<file path="config.mk">
export PLATFORM = sky130hd
export DESIGN_NAME = load_store_unit
export DESIGN_NICKNAME = d
export VERILOG_FILES = /design/src/rtl/load_store_unit_pkg.sv /design/src/rtl/lsu_lane_align.sv /design/src/rtl/load_store_unit.sv
export SDC_FILE = /design/constraint.sdc
export NUM_CORES = 1
export LEC_CHECK = 0
export CORE_UTILIZATION = 35
export DETAILED_ROUTE_END_ITERATION = 12
export GPL_TIMING_DRIVEN = 0
export MAX_ROUTING_LAYER = met4
export PLACE_DENSITY = 0.73
export REMOVE_ABC_BUFFERS = 1
export SLEW_MARGIN = 10
export SYNTH_ARGS = -nofsm -noshare
export SYNTH_HDL_FRONTEND = slang
export SYNTH_SLANG_ARGS = --single-unit
</file>
<file path="constraint.sdc">
create_clock -name clock -period 5.8 [get_ports clock]
set_input_delay 1.74 -clock clock [delete_from_list [all_inputs] [get_ports clock]]
set_output_delay 1.74 -clock clock [all_outputs]
set_load 0.005 [all_outputs]
</file>
<file path="src/rtl/load_store_unit_pkg.sv">
// Shared encodings for the load/store unit: funct3 access sizes, FSM states
// and the alignment rule used by the optional misaligned trap.
package load_store_unit_pkg;

  localparam logic [2:0] LSU_B  = 3'b000;
  localparam logic [2:0] LSU_H  = 3'b001;
  localparam logic [2:0] LSU_W  = 3'b010;
  localparam logic [2:0] LSU_BU = 3'b100;
  localparam logic [2:0] LSU_HU = 3'b101;

  typedef enum logic [1:0] {
    IDLE      = 2'b00,
    REQUEST   = 2'b01,
    WAIT_READ = 2'b10,
    DONE      = 2'b11
  } lsu_state_t;

  // Undefined encodings are word accesses, so they share the word rule.
  function automatic logic is_misaligned(input logic [2:0] funct3, input logic [1:0] offset);
    case (funct3)
      LSU_B, LSU_BU: is_misaligned = 1'b0;
      LSU_H, LSU_HU: is_misaligned = offset[0];
      default:       is_misaligned = (offset != 2'b00);
    endcase
  endfunction

endpackage

</file>
<file path="src/rtl/lsu_lane_align.sv">
// Combinational lane steering: byte enables, store replication, load shift and
// sign/zero extension. Halfwords use offset[1] only, words ignore the offset.
module lsu_lane_align
  import load_store_unit_pkg::*;
(
  input  logic [2:0]  funct3,
  input  logic [1:0]  offset,
  input  logic [31:0] write_data,
  input  logic [31:0] read_word,
  output logic [3:0]  byte_enable,
  output logic [31:0] store_data,
  output logic [31:0] load_data
);

  logic [31:0] byte_shift;
  logic [15:0] half_sel;

  assign byte_shift = read_word >> {offset, 3'b000};
  assign half_sel   = offset[1] ? read_word[31:16] : read_word[15:0];

  always_comb begin
    byte_enable = 4'b1111;
    store_data  = write_data;
    load_data   = read_word;
    case (funct3)
      LSU_B, LSU_BU: begin
        byte_enable = 4'b0001 << offset;
        store_data  = {4{write_data[7:0]}};
        load_data   = (funct3 == LSU_B) ? {{24{byte_shift[7]}}, byte_shift[7:0]}
                                        : {24'h000000, byte_shift[7:0]};
      end
      LSU_H, LSU_HU: begin
        byte_enable = 4'b0011 << {offset[1], 1'b0};
        store_data  = {2{write_data[15:0]}};
        load_data   = (funct3 == LSU_H) ? {{16{half_sel[15]}}, half_sel}
                                        : {16'h0000, half_sel};
      end
      default: ;
    endcase
  end

endmodule

</file>
<file path="src/rtl/load_store_unit.sv">
// Load/store unit bridging the core's data port to a wait-stated word bus.
// Define LSU_MISALIGNED_TRAP_EN to fault misaligned accesses instead of issuing them.
module load_store_unit
  import load_store_unit_pkg::*;
#(
  parameter int TIMEOUT_CYCLES = 255,
  parameter int COUNTER_WIDTH  = 8
) (
  input  logic        clock,
  input  logic        reset,
  input  logic        read_enable,
  input  logic        write_enable,
  input  logic [2:0]  funct3,
  input  logic [31:0] address,
  input  logic [31:0] write_data,
  output logic [31:0] read_data,
  output logic        stall,
  output logic        bus_error,
  output logic        misaligned_fault,
  output logic        bus_request,
  input  logic        bus_ready,
  output logic        bus_write,
  output logic [31:0] bus_address,
  output logic [3:0]  bus_byte_enable,
  output logic [31:0] bus_write_data,
  input  logic        bus_read_valid,
  input  logic [31:0] bus_read_data
);

  lsu_state_t               state;
  logic [2:0]               funct3_q;
  logic [1:0]               offset_q;
  logic                     write_q;
  logic [COUNTER_WIDTH-1:0] counter;

  logic                     access_req;
  logic                     misaligned;
  logic                     timeout;
  logic [2:0]               sel_funct3;
  logic [1:0]               sel_offset;
  logic [3:0]               lane_be;
  logic [31:0]              lane_wd;
  logic [31:0]              lane_rd;

  assign access_req = read_enable | write_enable;
  assign stall      = access_req && (state != DONE);
  assign timeout    = (TIMEOUT_CYCLES != 0) && (counter == COUNTER_WIDTH'(TIMEOUT_CYCLES));

  // IDLE steers from the live request; later states use the latched access.
  assign sel_funct3 = (state == IDLE) ? funct3 : funct3_q;
  assign sel_offset = (state == IDLE) ? address[1:0] : offset_q;

`ifdef LSU_MISALIGNED_TRAP_EN
  assign misaligned = is_misaligned(funct3, address[1:0]);
`else
  assign misaligned = 1'b0;
`endif

  lsu_lane_align u_lane_align (
    .funct3      (sel_funct3),
    .offset      (sel_offset),
    .write_data  (write_data),
    .read_word   (bus_read_data),
    .byte_enable (lane_be),
    .store_data  (lane_wd),
    .load_data   (lane_rd)
  );

  always_ff @(posedge clock or posedge reset) begin
    if (reset) begin
      state            <= IDLE;
      funct3_q         <= 3'b000;
      offset_q         <= 2'b00;
      write_q          <= 1'b0;
      counter          <= '0;
      bus_request      <= 1'b0;
      bus_write        <= 1'b0;
      bus_address      <= 32'h0;
      bus_byte_enable  <= 4'h0;
      bus_write_data   <= 32'h0;
      read_data        <= 32'h0;
      bus_error        <= 1'b0;
      misaligned_fault <= 1'b0;
    end else begin
      case (state)
        IDLE: begin
          if (access_req) begin
            funct3_q <= funct3;
            offset_q <= address[1:0];
            write_q  <= write_enable;
            if (misaligned) begin
              misaligned_fault <= 1'b1;
              state            <= DONE;
            end else begin
              counter         <= '0;
              bus_request     <= 1'b1;
              bus_write       <= write_enable;
              bus_address     <= {address[31:2], 2'b00};
              bus_byte_enable <= lane_be;
              bus_write_data  <= lane_wd;
              state           <= REQUEST;
            end
          end
        end
        // A handshake in the same cycle as the timeout still completes normally.
        REQUEST: begin
          if (bus_ready) begin
            bus_request <= 1'b0;
            counter     <= counter + COUNTER_WIDTH'(1);
            state       <= write_q ? DONE : WAIT_READ;
          end else if (timeout) begin
            bus_request <= 1'b0;
            bus_error   <= 1'b1;
            state       <= DONE;
          end else begin
            counter <= counter + COUNTER_WIDTH'(1);
          end
        end
        WAIT_READ: begin
          if (bus_read_valid) begin
            read_data <= lane_rd;
            state     <= DONE;
          end else if (timeout) begin
            bus_error <= 1'b1;
            state     <= DONE;
          end else begin
            counter <= counter + COUNTER_WIDTH'(1);
          end
        end
        DONE: begin
          read_data        <= 32'h0;
          bus_error        <= 1'b0;
          misaligned_fault <= 1'b0;
          state            <= IDLE;
        end
        default: state <= IDLE;
      endcase
    end
  end

endmodule
</file>
==> results_dict.tcl <==
set metrics [dict create \
    hold_viol 0 \
    pwr_density_cell_nw_per_um2 539.1 \
    cts_hold_buf 0 \
    drv_cap 0 \
    yosysTopAreaCellShare 0.5130 \
    route.detailed.drc 0 \
    required_ns 4.06 \
    skew_ns 0.008730 \
    core_um2 15830 \
    drtIter0Drc 253 \
    nNetsFinal 810 \
    slew_headroom 0.2456 \
    antenna_found_initial 1 \
    cts_tree "done" \
    antenna_left 0 \
    globalRouteTotalUtil 0.2132 \
    ctsResizeCount 0 \
    initial_core_util 0.3575 \
    htree_num_levels 4 \
    avgSynthCellArea_um2 11.32 \
    hold_path_class "flop to flop" \
    worstSetupPathType "primary input to primary output" \
    dp_hpwl_mm 11.74 \
    cts_buffers 17 \
    synth_cell_types 61 \
    postLayoutCellArea_um2 8538 \
    hold_start "bus_write_data[13]$_DFFE_PP0P_" \
    grt-ovfl-total 0 \
    fmax_mhz 209.1 \
    wl_per_cell_um 17.82 \
    path_clk_slew_ns 0.06 \
    drive_gt1_frac 0.09859 \
    fin_ws_ns 1.017 \
    gp_congestion 0.8355 \
    fin_crit_ns 4.783 \
    ys_warn_count 0 \
    min_delay_path_depth 2 \
    vdd_drop_max_mv 0.2823 \
    leakage_nw 3.646 \
    rows 46 \
    path_max_fanout 4 \
    drtPass1Iterations 5 \
    setup-violations-final 0 \
    layout_common_cells "clkdlybuf4s50_1, dfrtp_1, nand2_1" \
    ys_seq_area_frac 0.5130 \
    cp-end-kind "primary output" \
    preCtsSetupSlack_ns 1.020 \
    postSynthCellCount 500 \
    routed_wl_mm 16.52 \
    cts_sinks 116 \
    synth_area_leader_cell "dfrtp_1" \
    yosys-top-cells-area "dfrtp_1, mux2_1, mux2i_1, nand2_1, mux2_2" \
    ys_seq_elements 116 \
    port_buffers 206 \
    r2r_slack_ns 2.64 \
    clockBufferDepth 2 \
    vias 4840 \
    area_delta_synth_final_pct 50.91 \
    min_delay_worst_endpoint "bus_write_data[13]$_DFFE_PP0P_" \
    r2r-end "read_data[24]$_DFFE_PP0P_" \
    clkLatencyLatePin_ns 0.41 \
    finalCritPeriodShare 0.8246 \
    grt_pass1_wl_mm 26.19 \
    setup-tns-final_ns 0 \
    final_util 0.5394 \
    vias_per_cell 5.221 \
    cts_setup_buffers 0 \
    die_w_um 129.1 \
    synth_area_um2 5658 \
    final_common_cell "clkdlybuf4s50_1" \
    run_status "finished clean" \
    finalMaxSlewViolations 0 \
    first_global_vias 5105 \
    synth-edff-count 0 \
    cts_root_buf "clkbuf_16" \
    tightest_slew_ns 1.132 \
    synthFlopType "dfrtp_1" \
    ys_async_sr_fraction 1.000 \
    rsz0062_at_grt "false" \
    reg2regPathDepth 6 \
    cp-start-kind "primary input" \
    grt_max_degree 76 \
    crit_arrival_ns 3.04 \
    dieArea_um2 16680 \
    postPlaceCellArea_um2 7925 \
    ios 210 \
    die_height_um 129.1 \
    r2r_start "state[0]$_DFFE_PP0N_" \
]
## synth_stat cells (all sizes together), types with 3 or more instances
cell type    n
a211oi       3
a21oi        7
a221o        7
a222oi       8
a22o        13
a22oi       23
a31oi       15
and2         5
and3         4
buf         19
clkbuf      14
dfrtp      116
ha           7
inv          7
mux2        48
mux2i       28
nand2       63
nand2b      12
nand3b       3
nand4        3
nor2        14
nor2b        3
nor3         7
nor3b        3
o21ai       42
## metal layers
metal / track usage / part of all wire / vias to the layer above
met5: - / 0 / -
met1: 0.2434 / 0.41 / 2370
met4: 0.08512 / 0.015 / 0
li1: - / - / 2253
met2: 0.3526 / 0.51 / 197
met3: 0.06069 / 0.073 / 20
## where the power goes
| part | internal, mW | switching (mW) |
|---|---|---|
| Combinational | 1.18 | 0.927 |
| Sequential | 1.18 | 0.232 |
| Clock | 0.716 | 0.369 |
| Total | 3.07 | 1.53 |
## cell type report
cell class	count	area, µm²
Antenna cell	1	2.502
Fill cell	1326	7289
Sequential cell	116	2903
Timing Repair Buffer	210	2150
Clock buffer	22	484.2
Tap cell	216	270.3
Clock inverter	9	126.4
Multi-Input combinational cell	346	2571
Inverter	7	31.28
## worst max-delay path by stage
stage                       from                        endpoint  cells past startpoint
floorplan           write_enable  bus_byte_enable[3]$_DFFE_PP0P_                      3
global route        write_enable                           stall                      4
CTS                 write_enable                           stall                      4
global placement    write_enable  bus_byte_enable[3]$_DFFE_PP0P_                      4
detailed placement  write_enable                           stall                      4
finish              write_enable                           stall                      4
## worst max-delay path, cell delays in order
cell and delay [ns]:
clkdlybuf4s50_1 0.58, nor2_1 0.10, nor2_1 0.11, clkdlybuf4s50_1 0.51
## sequential cells by signal, indices dropped and copies added (netlist names), 2 cells and up
name             cells
state                2
bus_write_data      32
bus_byte_enable      4
counter              8
offset_q             2
read_data           32
bus_address         30
funct3_q             3
## kinds of logic (layout without fill, tap and decap cells)
kind of cell / count (synthesis) / count (layout) / synth area share
adder cells (fa/ha/maj): 7 / 7 / 0.01548
multiplexers: 76 / 76 / 0.1486
AO/OA/AOI/OAI: 131 / 131 / 0.1672
other: 1 / 4 / 0.0006628
buffers and inverters: 40 / 248 / 0.03781
AND/OR/NAND/NOR: 129 / 129 / 0.1172
flip-flops: 116 / 116 / 0.5130
## stage by stage
| stage | hold WS [ns] | total power, mW | cells |
|---|---|---|---|
| 2_1_floorplan | 0.4606 | 2.441 | 469 |
| 3_5_place_dp | 0.4746 | 3.529 | 895 |
| 4_1_cts | 0.4872 | 4.641 | 926 |
| 3_3_place_gp | 0.4671 | 3.446 | 891 |
| 6_report | 0.4823 | 4.603 | 927 |
| 5_1_grt | 0.5076 | 4.887 | 927 |
(Power assumes the default switching activity.)
